File: config.mk
export PLATFORM = sky130hd
export DESIGN_NAME = lc3_control
export DESIGN_NICKNAME = d
export VERILOG_FILES = /design/src/rtl/lc3_pkg.sv /design/src/rtl/lc3_control_op_class.sv /design/src/rtl/lc3_control.sv
export SDC_FILE = /design/constraint.sdc
export NUM_CORES = 1
export LEC_CHECK = 0
export ABC_AREA = 1
export CORE_ASPECT_RATIO = 0.7
export CORE_MARGIN = 1.5
export CORE_UTILIZATION = 51
export DETAILED_ROUTE_END_ITERATION = 7
export PLACE_DENSITY = 0.85
export SLEW_MARGIN = 25
export SYNTH_ARGS = -nofsm -noshare
export SYNTH_HDL_FRONTEND = slang
export SYNTH_HIERARCHICAL = 1
export SYNTH_SLANG_ARGS = --single-unit
File: constraint.sdc
create_clock -name clk -period 2.3 [get_ports clk]
set_clock_uncertainty 0.05 [all_clocks]
set_input_delay 0.69 -clock clk [delete_from_list [all_inputs] [get_ports clk]]
set_output_delay 0.69 -clock clk [all_outputs]
set_load 0.05 [all_outputs]
File: src/rtl/lc3_pkg.sv
// Shared constants and types for the LC-3 instruction sequencer.
// Holds the opcode encodings, the FSM state enumeration and the timing limits.
package lc3_pkg;

    localparam logic [3:0] OP_BR   = 4'h0;
    localparam logic [3:0] OP_ADD  = 4'h1;
    localparam logic [3:0] OP_LD   = 4'h2;
    localparam logic [3:0] OP_ST   = 4'h3;
    localparam logic [3:0] OP_JSR  = 4'h4;
    localparam logic [3:0] OP_AND  = 4'h5;
    localparam logic [3:0] OP_LDR  = 4'h6;
    localparam logic [3:0] OP_STR  = 4'h7;
    localparam logic [3:0] OP_RTI  = 4'h8;
    localparam logic [3:0] OP_NOT  = 4'h9;
    localparam logic [3:0] OP_LDI  = 4'hA;
    localparam logic [3:0] OP_STI  = 4'hB;
    localparam logic [3:0] OP_JMP  = 4'hC;
    localparam logic [3:0] OP_RES  = 4'hD;
    localparam logic [3:0] OP_LEA  = 4'hE;
    localparam logic [3:0] OP_TRAP = 4'hF;

    localparam logic [7:0] TRAP_HALT = 8'h25;
    localparam int         TIMEOUT   = 16;

    typedef enum logic [3:0] {
        S_IDLE,
        S_FETCH,
        S_WAIT_I,
        S_DECODE,
        S_EXEC,
        S_MEM,
        S_MEM2,
        S_WB,
        S_HALT
    } state_t;

endpackage

File: src/rtl/lc3_control_op_class.sv
// Opcode classifier: memory access, double (indirect) access and register writeback.
module lc3_op_class
    import lc3_pkg::*;
(
    input  logic [3:0] opcode_i,
    output logic       is_mem_o,
    output logic       is_double_o,
    output logic       is_wb_o
);

    always_comb begin
        is_mem_o    = 1'b0;
        is_double_o = 1'b0;
        is_wb_o     = 1'b0;
        case (opcode_i)
            OP_LD, OP_LDR: begin
                is_mem_o = 1'b1;
                is_wb_o  = 1'b1;
            end
            OP_ST, OP_STR: begin
                is_mem_o = 1'b1;
            end
            OP_LDI: begin
                is_mem_o    = 1'b1;
                is_double_o = 1'b1;
                is_wb_o     = 1'b1;
            end
            OP_STI: begin
                is_mem_o    = 1'b1;
                is_double_o = 1'b1;
            end
            OP_ADD, OP_AND, OP_NOT, OP_LEA: begin
                is_wb_o = 1'b1;
            end
            default: begin
                is_mem_o    = 1'b0;
                is_double_o = 1'b0;
                is_wb_o     = 1'b0;
            end
        endcase
    end

endmodule

File: src/rtl/lc3_control.sv
// LC-3 instruction sequencer: fetch/decode/exec/mem/wb stepping with timeouts,
// halt handling and a retired-instruction counter.
module lc3_control
    import lc3_pkg::*;
(
    input  logic        clk,
    input  logic        rst,
    input  logic        run,
    input  logic [15:0] mem_rdata,
    input  logic        mem_valid,
    output logic        fetch_start,
    output logic [15:0] ir,
    output logic [3:0]  opcode,
    output logic        decode_en,
    output logic        exec_en,
    output logic        mem_en,
    output logic        wb_en,
    output logic        busy,
    output logic        halted,
    output logic        err,
    output logic [15:0] instr_count,
    output state_t      dbg_state_o
);

    state_t      state_q, state_d;
    logic [15:0] ir_q, ir_d;
    logic [4:0]  tmo_q, tmo_d;
    logic        err_q, err_d;
    logic [15:0] instr_count_q;
    wire  [15:0] instr_count_d;
    logic        retire;
    logic        tmo_expired;
    logic        is_mem, is_double, is_wb;

    lc3_op_class u_op_class (
        .opcode_i    (ir_q[15:12]),
        .is_mem_o    (is_mem),
        .is_double_o (is_double),
        .is_wb_o     (is_wb)
    );

    // Timeout fires on the last allowed wait cycle when mem_valid is still absent.
    assign tmo_expired   = (tmo_q == 5'(TIMEOUT - 1));
    assign instr_count_d = retire ? instr_count_q + 16'd1 : instr_count_q;

    always_comb begin
        state_d = state_q;
        ir_d    = ir_q;
        tmo_d   = '0;
        err_d   = err_q;
        retire  = 1'b0;
        case (state_q)
            S_IDLE:  if (run) state_d = S_FETCH;
            S_FETCH: state_d = S_WAIT_I;
            S_WAIT_I: begin
                if (mem_valid) begin
                    ir_d    = mem_rdata;
                    state_d = S_DECODE;
                end else if (tmo_expired) begin
                    state_d = S_HALT;
                    err_d   = 1'b1;
                end else begin
                    tmo_d = tmo_q + 5'd1;
                end
            end
            S_DECODE: begin
                if (ir_q[15:12] == OP_RES) begin
                    state_d = S_HALT;
                    err_d   = 1'b1;
                end else begin
                    state_d = S_EXEC;
                end
            end
            S_EXEC: begin
                if (ir_q[15:12] == OP_TRAP && ir_q[7:0] == TRAP_HALT) state_d = S_HALT;
                else if (is_mem) state_d = S_MEM;
                else if (is_wb)  state_d = S_WB;
                else             retire  = 1'b1;
            end
            S_MEM, S_MEM2: begin
                if (mem_valid) begin
                    if (state_q == S_MEM && is_double) state_d = S_MEM2;
                    else if (is_wb)                    state_d = S_WB;
                    else                               retire  = 1'b1;
                end else if (tmo_expired) begin
                    state_d = S_HALT;
                    err_d   = 1'b1;
                end else begin
                    tmo_d = tmo_q + 5'd1;
                end
            end
            S_WB:    retire = 1'b1;
            S_HALT:  state_d = S_HALT;
            default: state_d = S_IDLE;
        endcase
        // A cleared run only takes effect at the instruction boundary.
        if (retire) state_d = run ? S_FETCH : S_IDLE;
    end

    always_ff @(posedge clk or posedge rst) begin
        if (rst) begin
            state_q       <= S_IDLE;
            ir_q          <= '0;
            tmo_q         <= '0;
            err_q         <= 1'b0;
            instr_count_q <= '0;
        end else begin
            state_q       <= state_d;
            ir_q          <= ir_d;
            tmo_q         <= tmo_d;
            err_q         <= err_d;
            instr_count_q <= instr_count_d;
        end
    end

    assign fetch_start = (state_q == S_FETCH);
    assign decode_en   = (state_q == S_DECODE);
    assign exec_en     = (state_q == S_EXEC);
    assign mem_en      = (state_q == S_MEM) || (state_q == S_MEM2);
    assign wb_en       = (state_q == S_WB);
    assign busy        = (state_q != S_IDLE) && (state_q != S_HALT);
    assign halted      = (state_q == S_HALT);
    assign err         = err_q;
    assign ir          = ir_q;
    assign opcode      = ir_q[15:12];
    assign instr_count = instr_count_q;
    assign dbg_state_o = state_q;

endmodule

== Word-level counts from Yosys, hierarchy flattened ==
Cells that the tools add are included.

* $add $sub $neg: 2
* Eq/ne operators: 28
* Mux-type cells: 28
* Reduce and logical (&&, ||, !) cells: 15

{| class="wikitable"
|+ Operators by type and width
! operator !! count
|-
| 4-bit 2-to-1 mux || 10
|-
| 4-bit one-hot mux with 8 select lines || 1
|-
| 4-bit by 3-bit == test with 1-bit output, second input constant || 7
|-
| 4-bit == test, second input constant || 7
|-
| 16-bit by 1-bit adder with 16-bit output, second input constant || 1
|-
| 4-bit by 2-bit == test with 1-bit output, second input constant || 4
|-
| 5-bit 2-to-1 mux || 3
|-
| 1-bit 2-to-1 mux || 12
|-
| 4-bit by 1-bit == test with 1-bit output, second input constant || 2
|-
| 8-bit by 6-bit == test with 1-bit output, second input constant || 1
|-
| 7-bit OR reduction || 1
|-
| 2-bit by 1-bit != test with 1-bit output, second input constant || 3
|-
| 6-bit OR reduction || 1
|-
| 5-bit by 1-bit adder with 5-bit output, second input constant || 1
|-
| 5-bit by 4-bit == test with 1-bit output, second input constant || 1
|-
| 4-bit logical NOT || 1
|-
| 4-bit != test, second input constant || 1
|-
| 2-bit AND reduction || 2
|-
| 4-bit AND reduction || 1
|-
| 4-bit nonzero test || 1
|-
| 2-bit OR reduction || 2
|-
| 1-bit logical AND || 3
|-
| 3-bit != test, second input constant || 1
|-
| 1-bit one-hot mux with 3 select lines || 1
|-
| other kinds (5) || 5
|}

* Register bits after elaboration: 42
* Input port bits: 20
* Output and inout port bits: 48
* Logic and storage cells: 78

== Depth between registers and ports, before layout ==
* Word-level depth: 9
* Mapped depth: 12
* Gate-level depth less buffers: 11

== Cells and area by module ==
Netlist, hierarchy kept.

{| class="wikitable"
|+ Modules (own cells, without submodules)
! module !! instances !! cells an instance !! area an instance (um^2) !! seq. area each (um^2)
|-
| lc3_control || 1 || 324 || 2,334.7 || 1,051.0
|-
| lc3_op_class || 1 || 9 || 36.3 || 0.0
|}

== Worst setup path before layout ==
Ideal clock, no wire load.

* Kind: reg-to-output
* Start: register state_q[0] (netlist: dbg_state_o[0])
* End: output halted
* Arrival: 2.119 ns
* Required time: 1.560 ns
* Setup slack: -0.559 ns
* Cell stages (with the launch flop): 4
* Cell sequence: dfrtp_1 -> inv_1 -> nand3_1 -> nor2_1

* Word-level cells in the longest chain between the ends: 1

{| class="wikitable"
|+ Ends and longest elaborated chain
! what !! RTL line !! text
|-
| start, declared || lc3_control.sv:25 || <nowiki>state_t state_q, state_d;</nowiki>
|-
| start signal, assigned || lc3_control.sv:108 || <nowiki>state_q <= state_d;</nowiki>
|-
| 4-bit == test || lc3_control.sv:122 || <nowiki>assign halted = (state_q == S_HALT);</nowiki>
|-
| end, declared || lc3_control.sv:19 || <nowiki>output logic halted,</nowiki>
|}

Every way passes these cells.

== Worst setup path after layout ==
* Start: register state_q[2] (netlist: dbg_state_o[2])
* End: output fetch_start

* Word-level cells in the longest chain between the ends: 1

{| class="wikitable"
|+ Ends and longest elaborated chain
! what !! RTL line !! text
|-
| 4-bit by 1-bit == test with 1-bit output || lc3_control.sv:116 || <nowiki>assign fetch_start = (state_q == S_FETCH);</nowiki>
|-
| end, declared || lc3_control.sv:11 || <nowiki>output logic fetch_start,</nowiki>
|}

Every way passes these cells.

==> impl_metrics.env <==
export IMPL_run_status="finished, final reports clean"
export IMPL_h_tree_depth=2
export IMPL_numClockSinks=42
export IMPL_clk_pin_slew_worst_paths_ps=80
export IMPL_dr_pass1_iters=7
export IMPL_wirelength_microns=6080
export IMPL_period_share_pct=97.2
export IMPL_viasPerCell=5.23
export IMPL_crit_arrival_ps=1500
export IMPL_numCtsBuffers=5
export IMPL_syn_inst=333
export IMPL_crit_buf_inv=2
export IMPL_finalHoldViolCount=0
export IMPL_route_vias_total=2400
export IMPL_ys_types=23
export IMPL_rows=20
export IMPL_num_antenna_cells=0
export IMPL_clock_path_buffers=2
export IMPL_drtAntennaViolNets=0
export IMPL_cp_top_family="flip-flops"
export IMPL_synth_nets=355
export IMPL_root_buffer="clkbuf_8"
export IMPL_gp_congestion=0.945
export IMPL_drv_cap=0
export IMPL_cts_hold_buffers=0
export IMPL_rsz0062_at_grt="false"
export IMPL_grt_max_degree=43
export IMPL_fin_cells=459
export IMPL_power_total_mw=4.27
export IMPL_relSlewSlack_pct=57.9
export IMPL_drive_gt1_share_pct=15.3
export IMPL_die_area_sq_um=5070
export IMPL_syn2layout_area_growth_pct=37.9
export IMPL_chipWidth_microns=84.5
export IMPL_synth_seq_cells=42
export IMPL_cp_slowest_stage_delay_ps=470
export IMPL_nNetsFinal=425
export IMPL_endpoint_kind="primary output"
export IMPL_path_cells="nor2_1 > inv_1 > nor2_1 > buf_12"
export IMPL_setup_viol=0
export IMPL_p_leak_nw=1.66
export IMPL_tightest_slew_ps=630
export IMPL_syn_cell_area_sq_um=2370
export IMPL_drv_slew=0
export IMPL_grt_usage_pct=25.9
export IMPL_antenna_found_initial=0
export IMPL_clock_latency_ps=300
export IMPL_io_buffers=67
export IMPL_ir_drop_uv=882
export IMPL_fp_dieH_microns=60.0
export IMPL_wl_per_cell_microns=13.2
export IMPL_yosys_top_cells_area="dfrtp_1, nand2_1, inv_1"
export IMPL_grt_pass1_vias=2172
export IMPL_drt_iter0_drc=309
export IMPL_cp_start_kind="register"
export IMPL_drcViolationCount=0
export IMPL_cp_slowest_cell="dfrtp_1"
export IMPL_yosys_area_top_type="dfrtp_1"
export IMPL_timing_critical_path_fanout_max=6
export IMPL_avgSynthCellArea_sq_um=7.12
export IMPL_yosysSeqAreaShare_pct=44.3
export IMPL_power_density_nw_per_um2=1310
export IMPL_dpl_hpwl_microns=4590
export IMPL_grt_remaining_overflow=0
export IMPL_yosysWarnings=6
export IMPL_period_minus_slack_ps=2240
export IMPL_cpMostUsedCell="nor2_1"
export IMPL_post_place_cells=451
export IMPL_start_util_pct=53.8
export IMPL_synth_top_area_share_pct=44.3
export IMPL_core_sq_um=4400
export IMPL_crit_type="register to primary output"
export IMPL_grt_pass1_wl_microns=10300
export IMPL_cts_tree="built"
export IMPL_max_freq_mhz=447
export IMPL_ioPinCount=68
export IMPL_worst_ep_required_time_ps=1560
export IMPL_min_path_type="register to register"
final timing paths:
check,start,end,slack (ps),depth (start not counted)
max reg2reg,ir[13],dbg_state_o[0],470,12
max,dbg_state_o[2],fetch_start,60,4
min reg2reg,ir[11],ir[11],430,2
min in group asynchronous,rst,ir[12],770,3
max in group asynchronous,rst,dbg_state_o[3],1030,3
min,ir[11],ir[11],430,2
tightest hold or removal path: cells and delay by family (launching register included):
kind | cells | cell delay [ps]
flops | 1 | 340
simple gates | 2 | 100
flip-flops by register name, indices dropped and copies added, names as in the netlist:
| register | count |
|---|---|
| ir | 16 |
| dbg_state_o | 4 |
| tmo_q | 5 |
| err | 1 |
| instr_count | 16 |
cells in the mapped netlist, drive strengths merged:
cell / instances
o21bai: 2
a21oi: 1
o21ai: 19
ha: 2
nor2: 34
nor4: 1
inv: 43
nand2: 126
nand4: 8
nor3: 8
buf: 9
o221ai: 1
dfrtp: 42
xnor2: 3
xor2: 6
nand3: 25
nor3b: 2
o21a: 1
stage by stage:
stage | area (sq um) | setup TNS [ps] | utilization (%) | hold slack, ps | setup WS (ps)
finish | 3270 | 0 | 74.3 | 427 | 64.4
global placement | 3110 | 0 | 70.7 | 396 | 167
global route | 3270 | 0 | 74.3 | 446 | 1.79
detailed placement | 3110 | 0 | 70.7 | 408 | 88.1
floorplan | 2390 | -6.01 | - | 394 | -6.01
CTS | 3260 | 0 | 74.0 | 429 | 15.1
cells in the final DEF (no fill, tap or decap), drive strengths merged, types with 2 or more instances in the layout:
cell           instances
nand2                126
inv                   43
dfrtp                 42
buf                   37
nor2                  34
clkdlybuf4s50         32
nand3                 25
o21ai                 19
nor3                   8
nand4                  8
xor2                   6
clkbuf                 6
xnor2                  3
dlymetal6s2s           3
nor3b                  2
o21bai                 2
ha                     2
bufinv                 2
repair_timing:
item,in CTS,in global routing
endpoints found under the setup margin,1,4
setup buffers,0,0
gates resized for setup,1,10
gates cloned,0,0
where the power goes:
part / internal [mW] / switching, mW
Combinational: 0.773 / 1.61
Clock: 0.463 / 0.267
Sequential: 0.931 / 0.228
logic make-up after synthesis:
group,synth area share [%]
adders and majority gates,1.06
DFF,44.3
xor gates and xnor gates,3.32
buffers and inverters,9.87
AOI/OAI and AO/OA,5.70
and+or+nand+nor,35.7
area by class of cell:
class                      count  area (sq um)
inverter                      43           164
fill                         334          1130
timing repair buffer          72           736
multi-input combinational    239          1110
clock inverter                 2          60.1
tap                           55          68.8
clock buffer                   6          82.6
sequential                    42          1050
layer usage:
metal,part of all wire [%],GRT usage (%)
met4,1.1,6.45
met2,45,39.9
met5,0,0
met3,6.6,4.83
met1,47,38.2
Power figures use the tool's default switching activity.
